<file path="src/rtl/fb_pkg.sv">
// Shared types for the frame-buffer scanner: FSM states and the per-pixel tag
// that travels alongside each RAM read.
package fb_pkg;

  typedef enum logic [1:0] {
    IDLE,
    SCAN,
    DRAIN
  } scan_state_t;

  // Tag coordinate fields are sized for the largest supported raster.
  localparam int XY_MAX_W = 16;

  typedef struct packed {
    logic                valid;
    logic [XY_MAX_W-1:0] x;
    logic [XY_MAX_W-1:0] y;
    logic                first;
    logic                last;
  } scan_tag_t;

  localparam scan_tag_t TAG_IDLE = '0;

  function automatic int idx_width(input int n);
    return (n > 1) ? $clog2(n) : 1;
  endfunction

endpackage

</file>
<file path="src/rtl/framebuffer_scanner_delay.sv">
// RD_LAT-deep tag pipeline that keeps coordinates and markers aligned with
// returning RAM data.
module scan_delay_line
  import fb_pkg::*;
#(
  parameter int RD_LAT = 1
) (
  input  logic      clk,
  input  logic      reset,
  input  scan_tag_t din,
  output scan_tag_t dout,
  output logic      empty
);

  scan_tag_t stage [RD_LAT];

  always_ff @(posedge clk) begin
    if (reset) begin
      for (int i = 0; i < RD_LAT; i++) stage[i] <= TAG_IDLE;
    end else begin
      stage[0] <= din;
      for (int i = 1; i < RD_LAT; i++) stage[i] <= stage[i-1];
    end
  end

  // Empty means nothing is queued behind the output stage, so the line
  // drains completely on the next shift.
  always_comb begin
    empty = !din.valid;
    for (int i = 0; i < RD_LAT - 1; i++) begin
      if (stage[i].valid) empty = 1'b0;
    end
  end

  assign dout = stage[RD_LAT-1];

endmodule

</file>
<file path="src/rtl/framebuffer_scanner.sv">
// Raster-order scan-out engine: issues pixel RAM reads for an H_RES x V_RES
// frame at a runtime base and re-aligns returned data with x/y and markers.
module framebuffer_scanner
  import fb_pkg::*;
#(
  parameter int ADDR_W = 16,
  parameter int DATA_W = 32,
  parameter int H_RES  = 256,
  parameter int V_RES  = 256,
  parameter int RD_LAT = 1,
  localparam int XW    = idx_width(H_RES),
  localparam int YW    = idx_width(V_RES)
) (
  input  logic              clk,
  input  logic              reset,
  input  logic              enable,
  input  logic              start,
  input  logic              continuous,
  input  logic [ADDR_W-1:0] base_addr,
  output logic              rd_en,
  output logic [ADDR_W-1:0] rd_addr,
  input  logic [DATA_W-1:0] rd_data,
  output logic [DATA_W-1:0] pixel,
  output logic              pixel_valid,
  output logic [XW-1:0]     x,
  output logic [YW-1:0]     y,
  output logic              frame_start,
  output logic              frame_done,
  output logic              busy
);

  localparam logic [XW-1:0] X_LAST = XW'(H_RES - 1);
  localparam logic [YW-1:0] Y_LAST = YW'(V_RES - 1);

  scan_state_t       state;
  logic [ADDR_W-1:0] base_q;
  logic [ADDR_W-1:0] off_q;
  logic [XW-1:0]     x_q;
  logic [YW-1:0]     y_q;
  scan_tag_t         iss_tag;
  scan_tag_t         tag_out;
  logic              dl_empty;

  logic              issue_go;
  logic [ADDR_W-1:0] cur_base;
  logic [ADDR_W-1:0] cur_off;
  logic [XW-1:0]     cur_x;
  logic [YW-1:0]     cur_y;
  logic              line_end;
  logic              frame_end;

  // A start seen in IDLE issues pixel (0,0) on the same edge, straight from
  // base_addr, so the frame begins without a dead cycle.
  always_comb begin
    issue_go = enable && ((state == IDLE && start) || state == SCAN);
    cur_base = base_q;
    cur_off  = off_q;
    cur_x    = x_q;
    cur_y    = y_q;
    if (state == IDLE) begin
      cur_base = base_addr;
      cur_off  = '0;
      cur_x    = '0;
      cur_y    = '0;
    end
    line_end  = (cur_x == X_LAST);
    frame_end = line_end && (cur_y == Y_LAST);
  end

  always_ff @(posedge clk) begin
    if (reset) begin
      state   <= IDLE;
      base_q  <= '0;
      off_q   <= '0;
      x_q     <= '0;
      y_q     <= '0;
      rd_en   <= 1'b0;
      rd_addr <= '0;
      iss_tag <= TAG_IDLE;
    end else begin
      rd_en         <= issue_go;
      iss_tag.valid <= issue_go;
      iss_tag.x     <= XY_MAX_W'(cur_x);
      iss_tag.y     <= XY_MAX_W'(cur_y);
      iss_tag.first <= (cur_x == '0) && (cur_y == '0);
      iss_tag.last  <= frame_end;
      if (issue_go) rd_addr <= cur_base + cur_off;

      case (state)
        IDLE: begin
          if (start) begin
            state  <= SCAN;
            base_q <= base_addr;
            off_q  <= '0;
            x_q    <= '0;
            y_q    <= '0;
          end
        end
        SCAN: ;
        DRAIN: begin
          if (dl_empty) state <= IDLE;
        end
        default: state <= IDLE;
      endcase

      if (issue_go) begin
        if (frame_end) begin
          x_q   <= '0;
          y_q   <= '0;
          off_q <= '0;
          if (continuous) base_q <= base_addr;
          else            state  <= DRAIN;
        end else begin
          off_q <= cur_off + ADDR_W'(1);
          if (line_end) begin
            x_q <= '0;
            y_q <= cur_y + YW'(1);
          end else begin
            x_q <= cur_x + XW'(1);
          end
        end
      end
    end
  end

  scan_delay_line #(.RD_LAT(RD_LAT)) u_delay (
    .clk   (clk),
    .reset (reset),
    .din   (iss_tag),
    .dout  (tag_out),
    .empty (dl_empty)
  );

  assign pixel       = rd_data;
  assign pixel_valid = tag_out.valid;
  assign x           = tag_out.x[XW-1:0];
  assign y           = tag_out.y[YW-1:0];
  assign frame_start = tag_out.valid && tag_out.first;
  assign frame_done  = tag_out.valid && tag_out.last;
  assign busy        = (state != IDLE);

  if (XW < XY_MAX_W) begin : g_unused_x
    logic unused_x;
    assign unused_x = ^tag_out.x[XY_MAX_W-1:XW];
  end
  if (YW < XY_MAX_W) begin : g_unused_y
    logic unused_y;
    assign unused_y = ^tag_out.y[XY_MAX_W-1:YW];
  end

endmodule

</file>
<file path="config.mk">
export PLATFORM = sky130hd
export DESIGN_NAME = framebuffer_scanner
export DESIGN_NICKNAME = d
export VERILOG_FILES = /design/src/rtl/fb_pkg.sv /design/src/rtl/framebuffer_scanner_delay.sv /design/src/rtl/framebuffer_scanner.sv
export SDC_FILE = /design/constraint.sdc
export NUM_CORES = 1
export LEC_CHECK = 0
export ABC_AREA = 1
export BUFFER_PORTS_ARGS = -buffer_cell sky130_fd_sc_hd__clkbuf_2
export CAP_MARGIN = 20
export CELL_PAD_IN_SITES_DETAIL_PLACEMENT = 0
export CELL_PAD_IN_SITES_GLOBAL_PLACEMENT = 1
export CORE_ASPECT_RATIO = 1.5
export CORE_MARGIN = 4
export CORE_UTILIZATION = 43
export DETAILED_ROUTE_END_ITERATION = 12
export PLACE_DENSITY_LB_ADDON = 0.1
export REMOVE_ABC_BUFFERS = 1
export SYNTH_ARGS = -nofsm -noshare
export SYNTH_HDL_FRONTEND = slang
export SYNTH_HIERARCHICAL = 1
export SYNTH_SLANG_ARGS = --single-unit
</file>
<file path="constraint.sdc">
create_clock -name clk -period 4.9 [get_ports clk]
set_input_delay 0.98 -clock clk [delete_from_list [all_inputs] [get_ports clk]]
set_output_delay 0.98 -clock clk [all_outputs]
set_load 0.005 [all_outputs]
</file>
; Word-level counts from Yosys, hierarchy flattened
; Memories as Yosys holds them, arrays and structs flattened.
; Index checks and enable logic that the tools add are counted.
[op_classes]
add_sub_neg = 4
eq_ne = 4
muxes = 34
n_reduce_logical = 15
[op_table]
columns = op, n
row1 = $mux 16, 11
row2 = $mux 8, 12
row3 = $mux 35, 1
row4 = $reduce_or 35->1, 1
row5 = $add 16x1->16 const B, 1
row6 = $add 16x16->16, 1
row7 = $add 8x1->8 const B, 2
row8 = $eq 8x8->1 const B, 2
row9 = $logic_not 8->1, 2
row10 = $mux 2, 5
row11 = $logic_and 1x1->1, 6
row12 = $pmux 2 s3, 1
row13 = $reduce_bool 2->1, 3
row14 = $mux 1, 4
row15 = $eq 2x1->1 const B, 1
row16 = $eq 2x2->1 const B, 1
row17 = $logic_not 2->1, 1
row18 = $reduce_and 2->1, 1
row19 = $logic_or 1x1->1, 1
[word_totals]
regBits = 101
ramBits = 35
n_memories = 1
[mem_list]
columns = name, depth, word_bits, read_ports, rd_ports_with_merged_regs, write_ports, line
row1 = u_delay.stage, 1, 35, 1, 0, 1, framebuffer_scanner_delay.sv:15  ; scan_tag_t stage [RD_LAT];

; Longest topological paths before layout
; Gate-level depths: netlist of the first run.
[logic_depth]
depth_word = 6
depth_mapped = 20

; Cells and area by module
; The synthesis of the first run kept the hierarchy.
[by_module_without_submodules]
columns = mod, n_inst, cells_each, area_per_inst_um2
row1 = framebuffer_scanner, 1, 791, 5230.0
row2 = scan_delay_line, 1, 109, 1013.5

; Least setup slack after synthesis of the first run
; Ideal clock, no wire load.
[synth_timing]
kind = reg2reg
from = register state[1]
to = register rd_addr[10]
setup_time_ps = 115
t_arrival_ps = 2580
required_ps = 4785
slack_ps = 2204
stages_incl_launch_ff = 19
path_buffers = 5
synth_period_minus_slack_ps = 2696
path_cell_list = dfxtp_1 -> nor2_1 -> buf_6 -> buf_6 -> buf_4 -> buf_2 -> buf_2 -> nand2_1 -> o21ai_0 -> ha_1 -> inv_1 -> o21ai_0 -> a21oi_1 -> nand2_1 -> nand2_1 -> nand2_1 -> xor2_1 -> o21ai_0 -> inv_1
[synth_between]
elab_chain_cells = 4
word_cells_on_any_way = 8
classes_between = 1 x add/sub / 1 x eq/ne / 2 x mux / 4 x reduce/logical
[synth_lines]
columns = element, line
row1 = "start, declared", framebuffer_scanner.sv:35  ; scan_state_t state;
row2 = "start signal, assigned", framebuffer_scanner.sv:72  ; state <= IDLE;
row3 = "start signal, assigned", framebuffer_scanner.sv:92  ; state <= SCAN;
row4 = "start signal, assigned", framebuffer_scanner.sv:101  ; if (dl_empty) state <= IDLE;
row5 = "parallel branches: the longest is 4 deep, another holds $add 16x16->16", --
row6 = "end signal, assigned", framebuffer_scanner.sv:87  ; if (issue_go) rd_addr <= cur_base + cur_off;
row7 = "end, declared", framebuffer_scanner.sv:21  ; output logic [ADDR_W-1:0] rd_addr,
; Several ways; the timed one is not identified.
; A chain may end at the register's enable or synchronous reset.

; Final worst setup path of the first run
; Ends and elaborated chain as after synthesis.

==> reports/results.ini, run 1 <==
[outcome]
outcome = complete, no violations

[drt]
routed_via_density = 5.00
vias = 5122
first_pass_iters = 4
route.detailed.drc = 0
route.met2.wl_um = 7520
drt-met1-wl_um = 6340
drtIter0Drc = 205
wl_um = 15300
highest_layer = met4
ant_nets = 0
routedWlPerCell_um = 14.9
wl_met3_um = 998

[setup_path]
r2r_slack_ps = 2060
worst-path-max-fanout = 30
cp_cell_sequence = nor2_4 -> o21ai_0 -> ha_1 -> inv_1 -> o21ai_0 -> a21oi_1 -> nand2_1 -> nand2_1 -> nand2_1 -> xor2_1 -> o21ai_0 -> inv_1
slowest_delay_ps = 670
endpoint_kind = flop
critical_path.endpoint = rd_addr[10]$_SDFFE_PP0P_
crit_start = state[1]$_SDFF_PP0_
worstSetupPathType = reg -> reg
reg2reg_depth = 12
critPathLaunchType = flop
slowest_stage = nor2_4
r2r-end = rd_addr[10]$_SDFFE_PP0P_
r2r_start = state[1]$_SDFF_PP0_
required_ps = 5140
cp.arrival_ps = 3080

[die]
ios = 122
rows = 51
dieArea_um2 = 15400
die_w_um = 103
core-area_um2 = 13100
dieHeight_um = 150
initial_core_util_pct = 44.3

[timing]
setup_tns_ps = 0
slew_violations = 0
finalSetupViolCount = 0
period_share_pct = 58.0
hold_violations = 0
maxClockFrequency_mhz = 352
fin_skew_ps = 8.21
slew_headroom_pct = 43.8
tightestPinTransition_ps = 841
period_minus_slack_ps = 2840
grt_setup_unrepaired = no

[clocking]
clk_latency_ps = 350
cts.sinks = 104
cts.clk_slew.worst_paths_ps = 70
cts_inserted_buffers = 9
cts.hold.buffers_added = 0
cts_setup_buffers = 0
cts_resized = 0
h-tree-depth = 3
clock_path_buffers = 2
cts-root-buf = clkbuf_16
tritoncts = done

[yosys]
netlist_instances = 851
synth_area_um2 = 5800
yosys_warnings = 6
syn_avg_cell_area_um2 = 6.81

[power_and_ir_drop]
p_per_area_nw_per_um2 = 285
power.switching_fraction_pct = 27.3
internal_power_mw = 1.29
p_leak_nw = 2.90
pwr-share-seq_pct = 49.8
total_power_mw = 1.77
vdd_drop_max_uv = 170
p_sw_mw = 0.483
clock_power_share_pct = 39.2
comb_power_share_pct = 11.0

[global_routing]
grt_pass1_wl_um = 24700
grt_pass1_vias = 4978
overflow = 0
grt_max_degree = 72
antenna_found_initial = 0
grt_usage_pct = 20.6

[place]
place_hpwl_um = 11300
io_buffer_count = 57
gp_congestion = 0.859
place_area_um2 = 5920

[layout]
final_cell_mix = 182 x nand2_1, 129 x inv_1, 104 x dfxtp_1
nets = 933
layout-drive-gt1-share_pct = 12.5
areaGrowthSynthToFinish_pct = 6.90
diodes = 0
design_area_um2 = 6200
final_common_cell = nand2_1

[run]
cap_violations = 0

[worst_hold_path]
holdCritPathClass = reg -> reg

==> power groups by stage <==
stage | sequential, mW | clock, mW | combinational (mW)
final | 0.882 | 0.694 | 0.194
after global routing | 0.885 | 0.757 | 0.221
after CTS | 0.882 | 0.717 | 0.197
after detailed placement | 0.902 | 0 | 0.196
after global placement | 0.901 | 0 | 0.194
after floorplan | 0.901 | 0 | 0.116
==> through the flow <==
step	utilization, %	worst slack (ps)	hold slack [ps]	std cells
2_1_floorplan	-	510	388	786
4_1_cts	47.4	2040	402	1025
5_1_grt	47.4	1740	423	1025
6_report	47.4	2060	400	1025
3_5_place_dp	45.2	1930	392	1009
3_3_place_gp	45.2	2020	390	1009
==> critical path, delay by kind of cell (launching register included) <==
kind	cells	cell delay [ps]
AOI/OAI and AO/OA	4	700
xor gates and xnor gates	1	150
adders and majority gates	1	390
buffers and inverters	2	160
DFF	1	350
and+or+nand+nor	4	980
==> worst min-delay path by stage <==
stage / from / to / slack [ps] / cells after the start
CTS: iss_tag[24]$_SDFF_PP0_ / u_delay/stage[0][24]$_SDFF_PP0_ / 400 / 2
finish: iss_tag[21]$_SDFF_PP0_ / u_delay/stage[0][21]$_SDFF_PP0_ / 400 / 2
detailed placement: iss_tag[24]$_SDFF_PP0_ / u_delay/stage[0][24]$_SDFF_PP0_ / 390 / 2
floorplan: iss_tag[0]$_SDFF_PP0_ / u_delay/stage[0][0]$_SDFF_PP0_ / 390 / 2
global placement: iss_tag[23]$_SDFF_PP0_ / u_delay/stage[0][23]$_SDFF_PP0_ / 390 / 2
global route: iss_tag[4]$_SDFF_PP0_ / u_delay/stage[0][4]$_SDFF_PP0_ / 420 / 2
==> final cells by class <==
| cell class | count | area, µm² |
|---|---|---|
| fillers | 1384 | 6880 |
| multi-input cells | 549 | 2790 |
| flip-flops and latches | 104 | 2080 |
| inverters | 133 | 499 |
| repair buffers | 64 | 350 |
| clock buffers | 10 | 229 |
| well taps | 159 | 199 |
| clock inverters | 6 | 52.6 |
==> layer usage <==
layer / global-route usage, % / vias up
met1: 24.1 / 2287
met3: 6.54 / 30
met5: 1.75 / -
li1: - / 2683
met4: 7.71 / 0
met2: 34.6 / 122
==> sequential cells by signal, indices dropped and copies added (netlist names) <==
name,count
base_q,16
y_q,8
iss_tag,19
x_q,8
off_q,16
rd_addr,16
u_delay/stage,19
state,2
No activity file was read; power rests on OpenSTA's default activity.
==> run 2: changes to the inputs <==
Settings changed: CORE_UTILIZATION 43 to 40.
Clock period 4.9 ns to 2.8 ns, I/O delays scaled along.
==> run 2 against run 1 <==
Worst setup slack worse by 1700 ps. Design area rose by 2.3%. Count of clock-buffer cells in the layout shrank 1. Non-clock buffer count grew 9. Sequential share of layout area decreased by 0.77 points. Worst hold slack better by 1.4 ps. Die area grew 7.0%. First-iteration DRC count is 19% higher. Maximum frequency rose by 18%. Power is 79% higher. Sequential power up 75%. Critical endpoint is now off_q[0]$_SDFFE_PP0P_. Largest cell class unchanged. Highest routed layer unchanged.
==> reports/results.ini, run 2 (same netlist as run 1, synthesis figures left out) <==
[layout]
diodes = 0  ; unchanged
multi_input_area_um2 = 2790  ; +0.18%
final_common_cell = nand2_1
areaGrowthSynthToFinish_pct = 9.41
design_area_um2 = 6340  ; +2.3%
nets = 942  ; +0.96%
fillers = 1509  ; +9.0%
layout-drive-gt1-share_pct = 13.5  ; +1.0 points
final_cell_mix = 182 x nand2_1, 129 x inv_1, 104 x dfxtp_1
ff_latch_area_um2 = 2080  ; unchanged
reg.largest.list = iss_tag: 19 flops, u_delay/stage: 19 flops

[power_and_ir_drop]
p_per_area_nw_per_um2 = 499  ; +75%
vdd_drop_max_uv = 252  ; +48%
p_leak_nw = 2.95  ; +1.9%

[timing]
setup_ws_ps = 390  ; -1670 ps
fin_skew_ps = 8.18  ; -0.0346 ps
grt_setup_unrepaired = no
maxClockFrequency_mhz = 415  ; +18%
setup_tns_ps = 0  ; unchanged
hold_violations = 0  ; unchanged
period_share_pct = 86.1  ; +28 points
slew_violations = 0  ; unchanged
slew_headroom_pct = 62.5  ; +19 points
period_minus_slack_ps = 2410  ; -432 ps
tightestPinTransition_ps = 563  ; -278 ps
finalSetupViolCount = 0  ; unchanged

[setup_path]
cp_cell_sequence = nor2_4 -> buf_4 -> nor2_1 -> ha_1 -> nand3_2 -> nor2_2 -> nand3_2 -> nor2_8 -> nor2_1 -> buf_4 -> o21ai_0 -> a21oi_1
path_buf_inv = 2  ; unchanged
worstSetupPathType = reg -> reg
required_ps = 3080  ; -2060 ps
endpoint_kind = flop
slowest_stage = dfxtp_1
critPathTopFamily = simple AND/OR/NAND/NOR gates
worst-path-max-fanout = 25  ; -17%
critPathLaunchType = flop
slowest_delay_ps = 350  ; -320 ps
cp.arrival_ps = 2700  ; -380 ps

[clocking]
h-tree-depth = 3  ; unchanged
clock_path_buffers = 2  ; unchanged
clk_latency_ps = 350  ; about the same
cts-root-buf = clkbuf_16
tritoncts = done
cts_inserted_buffers = 9  ; unchanged
cts.sinks = 104  ; unchanged
cts.clk_slew.worst_paths_ps = 80  ; about the same

[die]
initial_core_util_pct = 41.1  ; -3.3 points
core-area_um2 = 14100  ; +8.0%
dieArea_um2 = 16500  ; +7.0%
die_w_um = 106  ; +3.4%
rows = 53  ; +3.9%
ios = 122  ; unchanged
dieHeight_um = 155  ; +3.5%

[drt]
route.detailed.drc = 0  ; unchanged
vias = 5217  ; +1.9%
first_pass_iters = 5  ; +1
ant_nets = 0  ; unchanged
routedWlPerCell_um = 15.3  ; +2.3%
drtIter0Drc = 243  ; +19%
routed_via_density = 4.89  ; -2.2%
wl_um = 16300  ; +6.5%

[global_routing]
antenna_found_initial = 0  ; unchanged
grt_max_degree = 54  ; -25%
grt_pass1_wl_um = 26100  ; +5.8%
overflow = 0  ; unchanged
grt_usage_pct = 20.2  ; -0.42 points
grt_pass1_vias = 5090  ; +2.2%

[place]
io_buffer_count = 57  ; unchanged
place_area_um2 = 6040  ; +2.1%
place_ws_ps = 331  ; -1600 ps
place_hpwl_um = 12300  ; +9.2%
gp_congestion = 0.871  ; +1.4%

[run]
cap_violations = 0  ; unchanged

[worst_hold_path]
holdCritPathClass = reg -> reg

[outcome]
outcome = complete, no violations

run 2: cell count changes in the layout (fill, tap and decap cells not counted), moves of 2 or more:
cell      previous run  this run
clkinv_8             0         2
inv_6                0         3
inv_8                2         0
buf_4                6        14
run 2: worst min-delay path, stage by stage, from the launching register on:
cell and delay (ps):
dfxtp_1 300, inv_1 40, nor2_1 30
run 2: through the flow:
step | util (%) | cells | power [mW] | hold slack, ps
after floorplan | - | 786 | 1.78 | 388
after global placement | 42.8 | 1051 | 1.94 | 389
after detailed placement | 42.8 | 1051 | 1.94 | 393
after CTS | 44.9 | 1067 | 3.23 | 403
after global routing | 44.9 | 1067 | 3.33 | 418
final | 44.9 | 1067 | 3.17 | 402
run 2: per-layer routing:
metal / track usage (%) / vias up / share of wire [%]
met5: 1.55 / - / 0
met4: 6.98 / 0 / 2.3
li1: - / 2698 / -
met1: 23.0 / 2348 / 41
met2: 35.5 / 145 / 50
met3: 5.85 / 26 / 7.0
run 2: area by class of cell:
class / count / area share, %
sequential: 104 / 32.8
clock inverter: 7 / 1.18
inverter: 133 / 7.87
timing repair buffer: 73 / 6.78
multi-input combinational: 549 / 44.0
clock buffer: 9 / 3.55
tap: 192 / 3.79
run 2: worst paths after layout:
kind                                             start  slack (ps)                               to  cells after the start
worst max-delay path               state[1]$_SDFF_PP0_         390            off_q[0]$_SDFFE_PP0P_                     12
worst min-delay path            iss_tag[22]$_SDFF_PP0_         400  u_delay/stage[0][22]$_SDFF_PP0_                      2
worst max register to register     state[1]$_SDFF_PP0_         390            off_q[0]$_SDFFE_PP0P_                     12
worst min register to register  iss_tag[22]$_SDFF_PP0_         400  u_delay/stage[0][22]$_SDFF_PP0_                      2
run 2: repair_timing:
action                                 in CTS  in global routing
setup endpoints to repair                   0                  1
endpoints found under the hold margin       0                  0
resized for setup                           0                  1
hold buffers                                0                  0
buffers inserted                            0                  0
run 2: power by group:
part / total, mW / switching, mW / internal (mW)
clock network: 1.27 / 0.635 / 0.631
registers: 1.54 / 0.0205 / 1.52
logic: 0.360 / 0.237 / 0.123
total: 3.17 / 0.892 / 2.28
